$ cat src/rtl/selector_de_division_if.sv
// Button inputs and division-value outputs of selector_de_division.
interface selector_de_division_if #(
  parameter int WIDTH = 6
);
  logic             BTN_UP;
  logic             BTN_DOWN;
  logic [WIDTH-1:0] Q;
  logic             Cambio;
  logic             Limite;

  modport master (
    output BTN_UP, BTN_DOWN,
    input  Q, Cambio, Limite
  );

  modport slave (
    input  BTN_UP, BTN_DOWN,
    output Q, Cambio, Limite
  );
endinterface

$ cat src/rtl/selector_de_division.sv
// Debounced up/down buttons step a saturating division value Q; optional auto-repeat under SELECTOR_AUTOREPEAT_EN.
// Q updates DEB_CYCLES+2 clocks after a clean press; no backpressure, one step per accepted press.
module selector_de_division #(
  parameter int WIDTH         = 6,
  parameter int DEB_CYCLES    = 16,
  parameter int Q_INIT        = 0,
  parameter int Q_MIN         = 0,
  parameter int Q_MAX         = 63,
  parameter int REPEAT_CYCLES = 1000
) (
  input logic                    CLK,
  input logic                    Reset,
  selector_de_division_if.slave  bus
);

  typedef enum logic [1:0] {IDLE, CONF_PRESS, PRESSED, CONF_REL} deb_state_t;

  localparam int               CW       = $clog2(DEB_CYCLES) + 1;
  localparam logic [CW-1:0]    CNT_LAST = CW'(DEB_CYCLES - 1);
  localparam logic [WIDTH-1:0] QINI     = WIDTH'(Q_INIT);
  localparam logic [WIDTH-1:0] QMIN     = WIDTH'(Q_MIN);
  localparam logic [WIDTH-1:0] QMAX     = WIDTH'(Q_MAX);
  localparam logic             LIM_INIT = (Q_INIT == Q_MIN) || (Q_INIT == Q_MAX);

  if (DEB_CYCLES < 2 || Q_MIN > Q_INIT || Q_INIT > Q_MAX ||
      Q_MAX >= (1 << WIDTH) || REPEAT_CYCLES < 1) begin : g_bad_params
    $error("selector_de_division: invalid parameter set");
  end

  // Index 0 is the up button, index 1 the down button.
  logic [1:0]       raw, s1, s2;
  deb_state_t       st_q [2];
  deb_state_t       st_d [2];
  logic [CW-1:0]    cnt_q [2];
  logic [CW-1:0]    cnt_d [2];
  logic [1:0]       acc_d, acc_q;
  logic [WIDTH-1:0] q_r, q_n;
  logic             cambio_r, limite_r;

`ifdef SELECTOR_AUTOREPEAT_EN
  localparam int            RW       = $clog2(REPEAT_CYCLES) + 1;
  localparam logic [RW-1:0] REP_LAST = RW'(REPEAT_CYCLES - 1);
  logic [RW-1:0] rcnt_q [2];
  logic [RW-1:0] rcnt_d [2];
`endif

  assign raw = {bus.BTN_DOWN, bus.BTN_UP};

  always_ff @(posedge CLK) begin
    if (Reset) begin
      s1    <= '0;
      s2    <= '0;
      acc_q <= '0;
      for (int i = 0; i < 2; i++) begin
        st_q[i]  <= IDLE;
        cnt_q[i] <= '0;
`ifdef SELECTOR_AUTOREPEAT_EN
        rcnt_q[i] <= '0;
`endif
      end
    end else begin
      s1    <= raw;
      s2    <= s1;
      acc_q <= acc_d;
      for (int i = 0; i < 2; i++) begin
        st_q[i]  <= st_d[i];
        cnt_q[i] <= cnt_d[i];
`ifdef SELECTOR_AUTOREPEAT_EN
        rcnt_q[i] <= rcnt_d[i];
`endif
      end
    end
  end

  always_comb begin
    acc_d = '0;
    for (int i = 0; i < 2; i++) begin
      st_d[i]  = st_q[i];
      cnt_d[i] = cnt_q[i];
      case (st_q[i])
        IDLE: begin
          if (s2[i]) begin
            st_d[i]  = CONF_PRESS;
            cnt_d[i] = CW'(1);
          end
        end
        CONF_PRESS: begin
          if (!s2[i]) begin
            st_d[i]  = IDLE;
            cnt_d[i] = '0;
          end else if (cnt_q[i] == CNT_LAST) begin
            st_d[i]  = PRESSED;
            cnt_d[i] = '0;
            acc_d[i] = 1'b1;
          end else begin
            cnt_d[i] = cnt_q[i] + CW'(1);
          end
        end
        PRESSED: begin
          if (!s2[i]) begin
            st_d[i]  = CONF_REL;
            cnt_d[i] = CW'(1);
          end
        end
        default: begin
          if (s2[i]) begin
            st_d[i]  = PRESSED;
            cnt_d[i] = '0;
          end else if (cnt_q[i] == CNT_LAST) begin
            st_d[i]  = IDLE;
            cnt_d[i] = '0;
          end else begin
            cnt_d[i] = cnt_q[i] + CW'(1);
          end
        end
      endcase
`ifdef SELECTOR_AUTOREPEAT_EN
      // Repeat timer only advances while the button stays held; any exit clears it.
      rcnt_d[i] = '0;
      if (st_q[i] == PRESSED && st_d[i] == PRESSED) begin
        if (rcnt_q[i] == REP_LAST) begin
          acc_d[i] = 1'b1;
        end else begin
          rcnt_d[i] = rcnt_q[i] + RW'(1);
        end
      end
`endif
    end
  end

  // Bounds are checked before stepping so the arithmetic can never wrap.
  always_comb begin
    q_n = q_r;
    case (acc_q)
      2'b01:   if (q_r != QMAX) q_n = q_r + WIDTH'(1);
      2'b10:   if (q_r != QMIN) q_n = q_r - WIDTH'(1);
      default: q_n = q_r;
    endcase
  end

  always_ff @(posedge CLK) begin
    if (Reset) begin
      q_r      <= QINI;
      cambio_r <= 1'b0;
      limite_r <= LIM_INIT;
    end else begin
      q_r      <= q_n;
      cambio_r <= (q_n != q_r);
      limite_r <= (q_n == QMIN) || (q_n == QMAX);
    end
  end

  assign bus.Q      = q_r;
  assign bus.Cambio = cambio_r;
  assign bus.Limite = limite_r;

endmodule

$ cat src/flat_wrapper.sv
// flat-port wrapper written by rule: the top's interface ports become plain ports
module selector_de_division_flat 
#(
  parameter int WIDTH         = 6,
  parameter int DEB_CYCLES    = 16,
  parameter int Q_INIT        = 0,
  parameter int Q_MIN         = 0,
  parameter int Q_MAX         = 63,
  parameter int REPEAT_CYCLES = 1000
)
  (CLK, Reset, bus_BTN_UP, bus_BTN_DOWN, bus_Q, bus_Cambio, bus_Limite);
  selector_de_division_if #(.WIDTH(WIDTH)) bus_i ();
  input logic CLK;
  input logic Reset;
  input wire logic [$bits(bus_i.BTN_UP)-1:0] bus_BTN_UP;
  input wire logic [$bits(bus_i.BTN_DOWN)-1:0] bus_BTN_DOWN;
  output wire logic [$bits(bus_i.Q)-1:0] bus_Q;
  output wire logic [$bits(bus_i.Cambio)-1:0] bus_Cambio;
  output wire logic [$bits(bus_i.Limite)-1:0] bus_Limite;
  assign bus_i.BTN_UP = bus_BTN_UP;
  assign bus_i.BTN_DOWN = bus_BTN_DOWN;
  assign bus_Q = bus_i.Q;
  assign bus_Cambio = bus_i.Cambio;
  assign bus_Limite = bus_i.Limite;
  selector_de_division #(.WIDTH(WIDTH), .DEB_CYCLES(DEB_CYCLES), .Q_INIT(Q_INIT), .Q_MIN(Q_MIN), .Q_MAX(Q_MAX), .REPEAT_CYCLES(REPEAT_CYCLES)) u_core (.CLK(CLK), .Reset(Reset), .bus(bus_i));
endmodule
$ cat config.mk
export PLATFORM = sky130hd
export DESIGN_NAME = selector_de_division_flat
export DESIGN_NICKNAME = d
export VERILOG_FILES = /design/src/rtl/selector_de_division_if.sv /design/src/rtl/selector_de_division.sv /design/src/flat_wrapper.sv
export SDC_FILE = /design/constraint.sdc
export NUM_CORES = 1
export LEC_CHECK = 0
export ABC_AREA = 1
export CORE_AREA = 3 3 73 75
export DETAILED_ROUTE_END_ITERATION = 10
export DIE_AREA = 0 0 76 78
export GPL_ROUTABILITY_DRIVEN = 0
export GPL_TIMING_DRIVEN = 0
export HOLD_SLACK_MARGIN = 0.15
export PLACE_DENSITY_LB_ADDON = 0.1
export SLEW_MARGIN = 30
export SYNTH_ARGS = -nofsm -noshare
export SYNTH_HDL_FRONTEND = slang
export SYNTH_SLANG_ARGS = --single-unit
$ cat constraint.sdc
create_clock -name CLK -period 3.5 [get_ports CLK]
set_input_delay 0.7 -clock CLK [delete_from_list [all_inputs] [get_ports CLK]]
set_output_delay 0.7 -clock CLK [all_outputs]
set_load 0.03 [all_outputs]
==> impl_metrics.env, run 1 <==
export IMPL_drv_cap=0
export IMPL_max_clock_path_buffers=2
export IMPL_avgSynthCellArea_um2=6.751
export IMPL_track_usage_pct=15.25
export IMPL_max_vdd_ir_drop_mv=0.3048
export IMPL_p_switching_mw=0.1203
export IMPL_cp_arrival_ns=1.53
export IMPL_final_cell_count_no_fill=375
export IMPL_synth_fa_ha_area_share_pct=9.488
export IMPL_die_w_um=76
export IMPL_ys_flop_type="dfxtp_1"
export IMPL_clk_latency_ns=0.27
export IMPL_cp_top_family="buffers and inverters"
export IMPL_layout_min_cycle_time_ns=2.226
export IMPL_routed_top_layer="met4"
export IMPL_critical_path_class="reg2out"
export IMPL_via_per_inst=4.909
export IMPL_synth_top_family_by_area="simple AND/OR/NAND/NOR gates"
export IMPL_dr_pass1_iters=4
export IMPL_synth_edff_count=0
export IMPL_p_sw_share_pct=19.79
export IMPL_dp_cells=371
export IMPL_cts_tree="done"
export IMPL_status="complete, no violations"
export IMPL_grt_pass1_vias=1669
export IMPL_cts_resized=0
export IMPL_end_kind="output pin"
export IMPL_place_port_buffers=11
export IMPL_dp_hpwl_um=3370
export IMPL_worstMarginPinSlew_ns=0.5052
export IMPL_power_density_nw_per_um2=271.0
export IMPL_num_antenna_cells=0
export IMPL_r2r_end="u_core.bus.Cambio"
export IMPL_setup_ws_ns=1.274
export IMPL_cp_slowest_stage_delay_ns=0.74
export IMPL_wl_met3_um=167
export IMPL_htreeDepth=1
export IMPL_critical_path_buf_inv_count=1
export IMPL_syn_instance_count=293
export IMPL_clock_skew_ns=0.003950
export IMPL_area_growth_synth_to_final_pct=13.41
export IMPL_power_frac_clock_pct=41.3
export IMPL_core_area_um2=4723
export IMPL_min_path_type="reg2reg"
export IMPL_critPathRequiredTime_ns=2.80
export IMPL_hold_viol=0
export IMPL_postCtsHoldBufs=0
export IMPL_die_area_um2=5928
export IMPL_antenna_found_initial=0
export IMPL_path_cells="clkdlybuf4s50_1"
export IMPL_synthSimpleGateAreaFrac_pct=37.51
export IMPL_grt_ovfl_total=0
export IMPL_setup_violations=0
export IMPL_dpl_worst_slack_ns=1.167
export IMPL_grt_max_degree=17
export IMPL_yosys_warnings=0
export IMPL_ios=12
export IMPL_critPathMaxFanout=8
export IMPL_synth_compound_area_share_pct=13.66
export IMPL_drt_initial_drc_count=86
export IMPL_reg2reg_from="u_core.bus.Q[1]"
export IMPL_ys_seq_area_share_pct=28.34
export IMPL_async_flop_share_pct=0
export IMPL_cts_root_buf="clkbuf_8"
export IMPL_drt_met1_wl_um=2108
export IMPL_synthMuxAreaShare_pct=0
export IMPL_ys_ff_latch=28
export IMPL_synth_xor_area_share_pct=0.4428
export IMPL_whs_endpoint="u_core.s2[1]"
export IMPL_final_layout_size_suffix_gt1_share_pct=11.36
export IMPL_cts_sinks=28
export IMPL_max_slew_margin_pct=66.32
export IMPL_min_delay_start="u_core.s1[1]"
export IMPL_period_share_pct=63.61
export IMPL_regToRegSetupSlack_ns=1.62
export IMPL_power_internal_mw=0.4877
export IMPL_cts_setup_buffers=0
export IMPL_cts_buffers_inserted=3
export IMPL_post_route_drc_count=0
export IMPL_die_h_um=78
export IMPL_vias=1841
export IMPL_rows=25
export IMPL_tns_ns=0
export IMPL_seq_power_share_pct=54.1
export IMPL_maxSlewViolCount=0
export IMPL_syn_cell_area_um2=1978
export IMPL_worst_r2r_cell_count=11
export IMPL_hold_path_depth=2
export IMPL_leakage_nw=0.9653
export IMPL_yosysUniqueCellTypes=34
export IMPL_totalWireLength_um=4235
export IMPL_rsz0062_at_grt="false"
export IMPL_ant_nets=0
export IMPL_cp_start_kind="flip-flop"
export IMPL_slowest_stage="clkdlybuf4s50_1"
export IMPL_grt_pass1_wl_um=7514
export IMPL_crit_start="u_core.bus.Q[1]"
export IMPL_initial_core_util_pct=41.88
export IMPL_pwr_share_comb_pct=4.6
export IMPL_synth_fp_nets=312
export IMPL_dr_wl_met2_um=1935
export IMPL_wl_per_cell_um=11.29
export IMPL_path_clk_slew_ns=0.09
export IMPL_nNetsFinal=328
export IMPL_max_freq_mhz=449.1
[through the flow]
step                total power, mW  hold slack, ns  instance area [µm²]  utilization [%]
floorplan                    0.3542          0.3883                 1978                -
global placement             0.3641          0.3921                 2172            45.99
detailed placement           0.3650          0.3953                 2172            45.99
CTS                          0.6217          0.4102                 2243            47.50
global route                 0.6379          0.4443                 2243            47.50
finish                       0.6081          0.4047                 2243            47.50
[cells in the final DEF (no fill, tap or decap)]
cell type	n
a211oi_1	1
a21oi_1	12
a21oi_2	1
a221oi_1	4
buf_1	1
buf_2	2
buf_4	1
buf_6	2
bufinv_16	1
clkbuf_1	2
clkbuf_8	3
clkdlybuf4s50_1	11
clkinv_1	1
dfxtp_1	28
ha_1	15
inv_1	36
inv_2	5
nand2_1	62
nand2_2	4
nand3_1	28
nand3_2	2
nand3_4	2
nand3b_1	1
nand4_1	9
nor2_1	32
nor2_2	2
nor2_4	2
nor2_8	1
nor3_1	5
o211ai_1	1
o21ai_0	16
o21ai_1	4
o21ai_2	5
o21bai_1	1
or2_1	2
or2_2	2
xor2_1	1
[cell families after synthesis]
family                   Yosys count
buffers and inverters             50
AND/OR/NAND/NOR                  154
flip-flops                        28
AO/OA/AOI/OAI                     45
XOR/XNOR                           1
adder cells (fa/ha/maj)           15
[per-layer routing]
| layer | global-route usage (%) | vias to the layer above |
|---|---|---|
| met5 | 0 | - |
| met4 | 3.261 | 0 |
| met3 | 2.552 | 2 |
| met2 | 26.42 | 30 |
| met1 | 19.96 | 818 |
| li1 | - | 991 |
[cells in the mapped netlist (5+ instances only)]
cell type  count  area share (%)
nor2_1        32             6.1
o21ai_0       16             4.0
inv_2          5            0.95
inv_1         36             6.8
nor3_1         5             1.3
o21ai_2        5             2.2
a21oi_1       12             3.0
ha_1          15             9.5
dfxtp_1       28              28
nand4_1        9             2.8
nand3_1       28             7.1
nand2_1       62              12
[power by group through the flow]
stage	combinational [mW]	clock [mW]	sequential, mW
final	0.0281	0.251	0.329
after global routing	0.0326	0.275	0.330
after CTS	0.0290	0.264	0.329
after detailed placement	0.0289	0	0.336
after global placement	0.0281	0	0.336
after floorplan	0.0193	0	0.335
[flip-flops by register name (all words and copies together) (netlist names), named ones only]
name	flops
u_core.cnt_q	10
u_core.bus.Q	6
u_core.acc_q	2
u_core.s1	2
u_core.s2	2
u_core.st_q	2
u_core.bus.Cambio	1
u_core.bus.Limite	1
[worst max path at each step]
stage | endpoint | slack [ns] | cells after the start
floorplan | u_core.bus.Limite | 1.66 | 12
global placement | u_core.bus.Q[3] | 1.23 | 4
detailed placement | u_core.bus.Q[3] | 1.17 | 4
CTS | bus_Q[1] | 1.25 | 1
global route | bus_Q[1] | 1.17 | 1
finish | bus_Q[1] | 1.27 | 1
[area by class of cell]
class,instances,area [µm²]
clock buffers,3,41.29
clock inverters,1,30.03
multi-input cells,215,1209
flip-flops and latches,28,560.5
repair buffers,11,110.1
fillers,513,2480
inverters,42,157.7
plain buffers,8,51.30
well taps,67,83.83
No activity file was read; power rests on OpenSTA's default activity.
==> inputs of run 2 (changes only) <==
==> constraint.sdc (replaced) <==
create_clock -name CLK -period 2.3 [get_ports CLK]
set_input_delay 0.46 -clock CLK [delete_from_list [all_inputs] [get_ports CLK]]
set_output_delay 0.46 -clock CLK [all_outputs]
set_load 0.03 [all_outputs]
==> results of run 2 <==
Same layout as run 1 (identical final DEF). Status: complete, no violations.
Among the figures that moved: setup slack after placement 1.167 ns -> 0.2069 ns; setup slack after layout 1.274 ns -> 0.3135 ns; register-to-register setup slack 1.62 ns -> 0.42 ns; total power 0.6081 mW -> 0.9253 mW; worst IR drop on VDD 0.3048 mV -> 0.4638 mV
==> inputs of run 3 (changes only) <==
--- a/config.mk
+++ b/config.mk
@@ -7,6 +7,7 @@
 export LEC_CHECK = 0
 export ABC_AREA = 1
 export CORE_AREA = 3 3 73 75
+export CTS_CLUSTER_DIAMETER = 40
 export DETAILED_ROUTE_END_ITERATION = 10
 export DIE_AREA = 0 0 76 78
 export GPL_ROUTABILITY_DRIVEN = 0
==> results of run 3 <==
Same layout as run 1 (identical final DEF). Status: complete, no violations.
Among the figures that moved: setup slack after placement 1.167 ns -> 0.2069 ns; setup slack after layout 1.274 ns -> 0.3135 ns; register-to-register setup slack 1.62 ns -> 0.42 ns; total power 0.6081 mW -> 0.9253 mW; worst IR drop on VDD 0.3048 mV -> 0.4638 mV
